--- src/rtl/capture_ctrl_pkg.sv ---
// Shared capture-path encodings (modes, controller states) and sample helpers.
// Imported by the capture controller, its decimator and the UI block.
package capture_ctrl_pkg;

    localparam int unsigned SampleW   = 16;
    localparam int unsigned DecimCntW = 7;

    typedef enum logic [1:0] {
        ModeRun    = 2'd0,
        ModeStop   = 2'd1,
        ModeSingle = 2'd2,
        ModeRsvd   = 2'd3
    } mode_e;

    typedef enum logic [1:0] {
        StStop  = 2'd0,
        StRun   = 2'd1,
        StArmed = 2'd2,
        StDone  = 2'd3
    } ctrl_state_e;

    // Signed a - b at one extra bit, clamped back into the sample range.
    function automatic logic [SampleW-1:0] sat_sub(input logic [SampleW-1:0] a,
                                                   input logic [SampleW-1:0] b);
        logic [SampleW:0] diff;
        diff = {a[SampleW-1], a} - {b[SampleW-1], b};
        if (diff[SampleW] != diff[SampleW-1]) begin
            sat_sub = diff[SampleW] ? {1'b1, {(SampleW-1){1'b0}}} : {1'b0, {(SampleW-1){1'b1}}};
        end else begin
            sat_sub = diff[SampleW-1:0];
        end
    endfunction

endpackage

--- src/rtl/sample_decimator.sv ---
// Passes one of every 2^decim_sel input strobes; the counter restarts whenever
// decim_sel changes so the first strobe after a change always qualifies.
module sample_decimator
    import capture_ctrl_pkg::*;
(
    input  logic       clk,
    input  logic       reset,
    input  logic       strobe_in,
    input  logic [2:0] decim_sel,
    output logic       strobe_out
);

    logic [DecimCntW-1:0] cnt_q, cnt_d, cnt_eff, mask;
    logic [2:0]           sel_q, sel_d;

    always_comb begin
        mask       = ~({DecimCntW{1'b1}} << decim_sel);
        cnt_eff    = (decim_sel != sel_q) ? '0 : cnt_q;
        strobe_out = strobe_in && (cnt_eff == '0);
        cnt_d      = strobe_in ? ((cnt_eff + DecimCntW'(1)) & mask) : cnt_eff;
        sel_d      = decim_sel;
    end

    always_ff @(posedge clk) begin
        if (reset) begin
            cnt_q <= '0;
            sel_q <= '0;
        end else begin
            cnt_q <= cnt_d;
            sel_q <= sel_d;
        end
    end

endmodule

--- src/rtl/capture_ctrl.sv ---
// Capture controller: decimates and level-shifts samples into wave_capture and
// gates the display idle flag to implement RUN / STOP / single-shot capture.
module capture_ctrl
    import capture_ctrl_pkg::*;
(
    input  logic               clk,
    input  logic               reset,
    input  logic               new_sample_ready,
    input  logic [SampleW-1:0] new_sample_in,
    input  logic [2:0]         decim_sel,
    input  logic [SampleW-1:0] trig_level,
    input  logic [1:0]         mode,
    input  logic               arm,
    input  logic               wave_display_idle_in,
    input  logic               read_index,
    output logic               cap_sample_ready,
    output logic [SampleW-1:0] cap_sample,
    output logic               cap_display_idle,
    output logic [15:0]        frame_count,
    output logic [1:0]         ctrl_state
);

    ctrl_state_e        state_q, state_d;
    logic               ready_q, ready_d;
    logic [SampleW-1:0] sample_q, sample_d;
    logic [15:0]        fc_q, fc_d;
    logic               rd_q, rd_d;
    logic               qualify;
    logic               swap;

    sample_decimator u_decim (
        .clk        (clk),
        .reset      (reset),
        .strobe_in  (new_sample_ready),
        .decim_sel  (decim_sel),
        .strobe_out (qualify)
    );

    assign swap = read_index ^ rd_q;

    // Capture datapath runs in every state so the back buffer keeps filling.
    always_comb begin
        ready_d  = qualify;
        sample_d = qualify ? sat_sub(new_sample_in, trig_level) : sample_q;
        fc_d     = swap ? fc_q + 16'd1 : fc_q;
        rd_d     = read_index;
    end

    // Mode decode comes first so a mode change overrides a same-cycle arm or swap.
    always_comb begin
        state_d = state_q;
        unique case (mode_e'(mode))
            ModeRun: state_d = StRun;
            ModeSingle: begin
                unique case (state_q)
                    StStop, StRun: state_d = StDone;
                    StDone:        if (arm) state_d = StArmed;
                    StArmed:       if (swap) state_d = StDone;
                endcase
            end
            ModeStop, ModeRsvd: state_d = StStop;
        endcase
    end

    always_ff @(posedge clk) begin
        if (reset) begin
            state_q  <= StStop;
            ready_q  <= 1'b0;
            sample_q <= '0;
            fc_q     <= '0;
            rd_q     <= 1'b0;
        end else begin
            state_q  <= state_d;
            ready_q  <= ready_d;
            sample_q <= sample_d;
            fc_q     <= fc_d;
            rd_q     <= rd_d;
        end
    end

    assign cap_display_idle = wave_display_idle_in && ((state_q == StRun) || (state_q == StArmed));
    assign cap_sample_ready = ready_q;
    assign cap_sample       = sample_q;
    assign frame_count      = fc_q;
    assign ctrl_state       = state_q;

endmodule

--- config.mk ---
export PLATFORM = sky130hd
export DESIGN_NAME = capture_ctrl
export DESIGN_NICKNAME = d
export VERILOG_FILES = /design/src/rtl/capture_ctrl_pkg.sv /design/src/rtl/sample_decimator.sv /design/src/rtl/capture_ctrl.sv
export SDC_FILE = /design/constraint.sdc
export NUM_CORES = 1
export LEC_CHECK = 0
export CORE_MARGIN = 1
export CORE_UTILIZATION = 45
export DETAILED_ROUTE_END_ITERATION = 12
export HOLD_SLACK_MARGIN = 0.05
export PLACE_DENSITY = 0.87
export REMOVE_ABC_BUFFERS = 1
export SLEW_MARGIN = 20
export SYNTH_ARGS = -nofsm -noshare
export SYNTH_HDL_FRONTEND = slang
export SYNTH_SLANG_ARGS = --single-unit
--- constraint.sdc ---
create_clock -name clk -period 2.9 [get_ports clk]
set_clock_uncertainty 0.05 [all_clocks]
set_input_delay 0.58 -clock clk [delete_from_list [all_inputs] [get_ports clk]]
set_output_delay 0.58 -clock clk [all_outputs]
set_load 0.005 [all_outputs]
==> flow_summary.ini, run 1 <==
[outcome]
outcome = finished with violations
failed_checks = DRC

[final_layout]
layout-area-overhead-vs-synth_pct = 48.6
final_net_count = 535
postLayoutCellArea_mm2 = 0.00457
antenna_cells_inserted = 0
multi_input_comb_area_mm2 = 0.00211
register_area_um2 = 921
final.fill_count = 456
post_layout_utilization_of_the_core = 0.707
layout-drive-gt1-share = 0.251

[clocking]
cts_hold_repair.buffers = 0
cts_htree_levels = 2
cts_root_buf = sky130_fd_sc_hd__clkbuf_8
clock_path_buffers = 2
tritoncts_clock_tree = yes
num_cts_buffers = 5
clkLatencyLatePin_ns = 0.30
clock_pin_slew_on_the_worst_setup_and_hold_paths_ns = 0.08
cts.sinks = 46

[pwr]
total_internal_power_mw = 1.36
power.density_cell_area_mw_per_mm2 = 416
sw_power_mw = 0.541
irDropWorstVdd_mv = 0.201
p_leak_nw = 1.87
combinational_share_of_power = 0.381
seq_power_share = 0.366
share_clk_of_total_power = 0.254
switching_share = 0.285

[timing]
timing.fmax_mhz = 354
worst-slew-pin-transition_ns = 0.668
finalSetupViolCount = 0
timing.slew.headroom = 0.555
fin_ws_ns = 0.0757
finalWorstPathRequiredPeriod_ns = 2.82
timing.final.crit_share = 0.974
finalHoldViolations = 0
setup_tns_ns = 0
timing_max_transition_violations_final = 0

[job]
reported_max_cap_violation_count = 0

[die]
die-area_mm2 = 0.00716
initial_utilization = 0.476
coreArea_mm2 = 0.00646
fp.dieW_um = 84.6
pin_count = 79
total_number_of_placement_rows = 29
die_height_um = 84.6

[global_route]
grt_pass1_vias = 3053
grt_max_degree = 32
grt_first_pass_wirelength_um = 13000
grt_antenna_before_repair = 0
global_route.usage.total = 0.223
globalRoute.totalOverflow = 0

[critical_path]
worst_r2r_startpoint = u_decim.cnt_q[3]$_SDFF_PP0_
rr_endpoint = cap_sample[12]$_SDFFE_PP0P_
reg2reg_setup_slack_ns = 0.96
critical_path.top_delay_family = buffers and inverters
arrival_ns = 2.99
cp_cell_sequence = clkdlybuf4s50_1 > inv_1 > ha_4 > and3_4 > nand4_1 > a2bb2oi_2 > nor3_2 > a21oi_4 > buf_6 > buf_16 > maj3_2 > a211oi_2
crit_path_end_kind = flip-flop
reg2reg_depth = 6
crit_path_max_incr_delay_ns = 0.46
critPathMaxFanout = 8
startpoint = trig_level[7]
cp.required_ns = 3.06
worstSetupPathType = primary input to flip-flop
timing.critical_path.to = cap_sample[12]$_SDFFE_PP0P_
critical-path-slowest-cell = sky130_fd_sc_hd__clkdlybuf4s50_1
critical_path_buf_inv_count = 4
cp.depth = 12
start_kind = primary input

[synth]
synth_seq_cells = 46
synth-edff-count = 0
synth.top_cell.area_share = 0.300
post_synth_inst_count = 350
ys.flop_type = sky130_fd_sc_hd__dfxtp_1
async_reset_ff_frac = 0
yosys-top-cells-count = sky130_fd_sc_hd__dfxtp_1, sky130_fd_sc_hd__nor2_1, sky130_fd_sc_hd__inv_1, sky130_fd_sc_hd__nand2_1, sky130_fd_sc_hd__ha_1
netlist_area_mm2 = 0.00307
synthesized_area_per_cell_um2 = 8.78
ys_warns = 0
yosysSeqAreaShare = 0.300
synth_top_area_cell = sky130_fd_sc_hd__dfxtp_1
most_area_consuming_cells_after_synthesis = sky130_fd_sc_hd__dfxtp_1, sky130_fd_sc_hd__ha_1, sky130_fd_sc_hd__xor2_1, sky130_fd_sc_hd__nor2_1, sky130_fd_sc_hd__maj3_2
yosys.cell_count.top_type = sky130_fd_sc_hd__dfxtp_1
synth.lib_cells_used.distinct = 61

[placement]
place.detailed.hpwl_um = 5520
dpl-instance-area_mm2 = 0.00414
place.gp.congestion = 0.878
preCtsSetupSlack_ns = -0.465
count_of_input_and_output_buffers = 78

[worst_hold_path]
hold_path_class = flip-flop to flip-flop
min_delay_src = cap_sample[15]$_SDFFE_PP0P_

[routing]
vias_per_cell = 5.52
wirelength_um = 7810
detail_route.wl_per_cell_um = 14.3
detail-route-antenna-nets = 0
drcViolationCount = 3
vias = 3021
detailedRoute.firstIterationViolations = 106
drt_pre_antenna_iters = 10
-- worst reg2reg max path: stages (launching register included) --
cell	delay, ns
sky130_fd_sc_hd__dfxtp_1	0.36
sky130_fd_sc_hd__or4_1	0.53
sky130_fd_sc_hd__o21ai_0	0.15
sky130_fd_sc_hd__and3_1	0.25
sky130_fd_sc_hd__buf_12	0.22
sky130_fd_sc_hd__nor2_1	0.08
sky130_fd_sc_hd__a211oi_2	0.23
-- worst min path at each step --
stage | end | slack [ns] | cells after the start
global route | frame_count[9]$_SDFFE_PP0P_ | 0.48 | 2
finish | cap_sample[15]$_SDFFE_PP0P_ | 0.46 | 2
global placement | frame_count[9]$_SDFFE_PP0P_ | 0.43 | 2
floorplan | frame_count[7]$_SDFFE_PP0P_ | 0.43 | 2
detailed placement | cap_sample[15]$_SDFFE_PP0P_ | 0.44 | 2
CTS | cap_sample[8]$_SDFFE_PP0P_ | 0.46 | 2
-- layout make-up --
type                    instances  area share
repair buffers                128       0.268
flip-flops and latches         46       0.202
well taps                      77      0.0211
clock inverters                 1     0.00658
multi-input cells             263       0.463
clock buffers                   6      0.0181
inverters                      26      0.0214
-- routing by layer --
layer,routed length [µm],track usage,part of all wire,vias up
met2,4300,0.438,0.55,102
met4,216,0.102,0.028,0
li1,-,-,-,1459
met5,0,0,0,-
met3,299,0.0354,0.038,27
met1,2990,0.229,0.38,1433
-- metrics by stage --
stage	cells	power, mW	hold WS (ns)
global route	547	2.00	0.484
finish	547	1.90	0.461
CTS	544	1.85	0.455
floorplan	335	1.03	0.427
detailed placement	528	1.31	0.439
global placement	528	1.29	0.428
-- power groups by stage --
stage / registers, mW / clock network [mW] / logic (mW)
3_5_place_dp: 0.708 / 0 / 0.606
4_1_cts: 0.694 / 0.492 / 0.667
5_1_grt: 0.699 / 0.520 / 0.786
6_report: 0.694 / 0.482 / 0.723
2_1_floorplan: 0.707 / 0 / 0.325
3_3_place_gp: 0.708 / 0 / 0.584
-- placed cells by master, fill, tap and decap left out, types with 2 or more instances in the layout --
master	instances
sky130_fd_sc_hd__a211oi_1	2
sky130_fd_sc_hd__a211oi_2	15
sky130_fd_sc_hd__a21o_1	5
sky130_fd_sc_hd__a21oi_1	17
sky130_fd_sc_hd__a31oi_1	3
sky130_fd_sc_hd__and3_1	6
sky130_fd_sc_hd__and3_4	2
sky130_fd_sc_hd__buf_12	3
sky130_fd_sc_hd__buf_4	43
sky130_fd_sc_hd__buf_6	3
sky130_fd_sc_hd__clkbuf_8	6
sky130_fd_sc_hd__clkdlybuf4s50_1	73
sky130_fd_sc_hd__dfxtp_1	46
sky130_fd_sc_hd__dlymetal6s2s_1	2
sky130_fd_sc_hd__ha_1	11
sky130_fd_sc_hd__ha_4	9
sky130_fd_sc_hd__inv_1	22
sky130_fd_sc_hd__inv_2	4
sky130_fd_sc_hd__maj3_2	14
sky130_fd_sc_hd__mux2i_1	2
sky130_fd_sc_hd__nand2_1	26
sky130_fd_sc_hd__nand2b_1	3
sky130_fd_sc_hd__nand3_1	6
sky130_fd_sc_hd__nand4_1	8
sky130_fd_sc_hd__nor2_1	38
sky130_fd_sc_hd__nor2b_1	9
sky130_fd_sc_hd__nor3_1	3
sky130_fd_sc_hd__nor3_2	2
sky130_fd_sc_hd__o211a_1	2
sky130_fd_sc_hd__o211ai_1	2
sky130_fd_sc_hd__o21ai_0	10
sky130_fd_sc_hd__o21ai_1	3
sky130_fd_sc_hd__or3_1	3
sky130_fd_sc_hd__xnor2_1	12
sky130_fd_sc_hd__xor2_1	19
-- flip-flops by register name, indices dropped and copies added (netlist names) --
signal / count
u_decim.cnt_q: 7
rd_q: 1
ctrl_state: 2
u_decim.sel_q: 3
cap_sample_ready: 1
frame_count: 16
cap_sample: 16
-- what timing repair did --
action,4_1_cts,5_1_grt
resized for setup,16,24
pin swaps,17,22
endpoints found under the hold margin,0,0
cloned,1,0
buffers inserted,8,4
setup endpoints to repair,15,15
-- logic make-up after synthesis --
group,share of synthesized area
and+or+nand+nor,0.180
AOI/OAI and AO/OA,0.205
DFF,0.300
buffers and inverters,0.0700
adders and majority gates,0.146
xor gates and xnor gates,0.0884
muxes,0.0110
Power figures use the tool's default switching activity.
==> run 2: changes to the inputs <==
clock period = 2.5 ns   (was 2.9 ns; I/O delays follow)
==> flow_summary.ini, run 2 (same netlist as run 1, synthesis figures left out) <==
[timing]
fin_ws_ns = -0.00769
timing.slew.headroom = 0.627
finalWorstPathRequiredPeriod_ns = 2.51
finalSetupViolCount = 1
finalHoldViolations = 0
timing.fmax_mhz = 399
timing_max_transition_violations_final = 0
worst-slew-pin-transition_ns = 0.559
timing.final.crit_share = 1.00
unrepaired_setup_endpoints_after_global_routing = true

[clocking]
clkLatencyLatePin_ns = 0.29
tritoncts_clock_tree = yes
cts_htree_levels = 2
num_cts_buffers = 5
cts.sinks = 46
clock_pin_slew_on_the_worst_setup_and_hold_paths_ns = 0.08
clock_path_buffers = 2
cts_root_buf = sky130_fd_sc_hd__clkbuf_8
cts_hold_repair.buffers = 0

[routing]
vias_per_cell = 5.47
vias = 3049
detail-route-antenna-nets = 0
detailedRoute.firstIterationViolations = 102
drt_pre_antenna_iters = 11
detail_route.wl_per_cell_um = 14.9
wirelength_um = 8280
drcViolationCount = 1

[outcome]
failed_checks = DRC, setup timing
outcome = finished with violations

[die]
initial_utilization = 0.476
total_number_of_placement_rows = 29
die-area_mm2 = 0.00716
fp.dieW_um = 84.6
coreArea_mm2 = 0.00646
die_height_um = 84.6
pin_count = 79

[worst_hold_path]
hold_path_class = flip-flop to flip-flop

[final_layout]
antenna_cells_inserted = 0
layout.cells.most_common = sky130_fd_sc_hd__buf_4
layout-area-overhead-vs-synth_pct = 51.2
layout-drive-gt1-share = 0.308
final_net_count = 544
most-common-layout-cells = sky130_fd_sc_hd__buf_4, sky130_fd_sc_hd__clkdlybuf4s50_1, sky130_fd_sc_hd__dfxtp_1

[global_route]
globalRoute.totalOverflow = 0
grt_pass1_vias = 3196
grt_first_pass_wirelength_um = 14000
grt_max_degree = 32
global_route.usage.total = 0.241
grt_antenna_before_repair = 0

[critical_path]
timing.critical_path.to = cap_sample[14]$_SDFFE_PP0P_
critPathMaxFanout = 3
arrival_ns = 2.68
cp.required_ns = 2.67
reg2reg_depth = 6
worst_r2r_startpoint = u_decim.cnt_q[3]$_SDFF_PP0_
startpoint = new_sample_in[0]
crit_path_end_kind = flip-flop
reg2reg_setup_slack_ns = 0.58
start_kind = primary input
rr_endpoint = cap_sample[15]$_SDFFE_PP0P_
worstSetupPathType = primary input to flip-flop

[placement]
place.detailed.hpwl_um = 5760
count_of_input_and_output_buffers = 78
preCtsSetupSlack_ns = -0.755
place.gp.congestion = 0.875

[pwr]
power.density_cell_area_mw_per_mm2 = 457
power_total_mw = 2.12
irDropWorstVdd_mv = 0.227
p_leak_nw = 1.95

[job]
reported_max_cap_violation_count = 0
==> run 2: changes by cell type in the layout (fill, tap and decap cells not counted), moves of 4 or more <==
cell                              change
sky130_fd_sc_hd__buf_4                +7
sky130_fd_sc_hd__buf_6                +4
sky130_fd_sc_hd__clkdlybuf4s50_1     -24
sky130_fd_sc_hd__dlygate4sd2_1       +18
sky130_fd_sc_hd__ha_4                 +4
sky130_fd_sc_hd__inv_1               -11
sky130_fd_sc_hd__inv_2               +10
==> run 2: critical path: stages <==
cell and delay [ns]:
sky130_fd_sc_hd__buf_6 0.09, sky130_fd_sc_hd__inv_4 0.04, sky130_fd_sc_hd__ha_4 0.12, sky130_fd_sc_hd__inv_2 0.03, sky130_fd_sc_hd__fa_2 0.33, sky130_fd_sc_hd__a21o_1 0.19, sky130_fd_sc_hd__a221oi_2 0.21, sky130_fd_sc_hd__buf_4 0.17
sky130_fd_sc_hd__buf_6 0.10, sky130_fd_sc_hd__o21ba_4 0.13, sky130_fd_sc_hd__o21ai_2 0.07, sky130_fd_sc_hd__xnor2_1 0.15, sky130_fd_sc_hd__maj3_2 0.32, sky130_fd_sc_hd__a211oi_2 0.21
==> run 2: worst min path at each step <==
stage	cells past startpoint	from	slack (ns)	endpoint
3_3_place_gp	2	frame_count[9]$_SDFFE_PP0P_	0.43	frame_count[9]$_SDFFE_PP0P_
2_1_floorplan	2	frame_count[7]$_SDFFE_PP0P_	0.43	frame_count[7]$_SDFFE_PP0P_
4_1_cts	2	cap_sample[8]$_SDFFE_PP0P_	0.46	cap_sample[8]$_SDFFE_PP0P_
5_1_grt	2	frame_count[3]$_SDFFE_PP0P_	0.48	frame_count[3]$_SDFFE_PP0P_
3_5_place_dp	2	cap_sample[15]$_SDFFE_PP0P_	0.44	cap_sample[15]$_SDFFE_PP0P_
6_report	2	frame_count[3]$_SDFFE_PP0P_	0.46	frame_count[3]$_SDFFE_PP0P_
==> run 2: per-stage QoR <==
stage / hold WS (ns) / cell area, µm² / cells / util / setup TNS, ns
floorplan: 0.427 / 2960 / 335 / - / -4.27
global placement: 0.429 / 4220 / 539 / 0.653 / -9.62
detailed placement: 0.443 / 4220 / 539 / 0.653 / -11.28
CTS: 0.461 / 4600 / 556 / 0.712 / -0.119
global route: 0.478 / 4650 / 557 / 0.719 / -0.300
finish: 0.456 / 4650 / 557 / 0.719 / -0.00769
==> run 2: timing repair <==
item,in CTS,in global routing
buffers inserted,8,1
gates cloned,1,0
gates resized for setup,79,17
pin swaps,41,21
setup endpoints to repair,16,16
==> run 2: layout make-up <==
type / count / area, µm²
Multi-Input combinational cell: 263 / 2180
Fill cell: 480 / 1810
Timing Repair Buffer: 137 / 1260
Sequential cell: 46 / 921
Inverter: 26 / 100
Tap cell: 77 / 96.3
Clock buffer: 7 / 86.3
Clock inverter: 1 / 5.00
==> run 2: layer usage <==
layer | track usage | wire length (µm)
met1 | 0.239 | 3130
met2 | 0.483 | 4680
met3 | 0.0354 | 239
met4 | 0.116 | 232
met5 | 0 | 0
==> run 2: where the power goes <==
| group | switching [mW] | internal, mW | leakage (nW) |
|---|---|---|---|
| Combinational | 0.371 | 0.483 | 1.52 |
| Clock | 0.240 | 0.223 | 0.0482 |
| Sequential | 0.0312 | 0.775 | 0.377 |
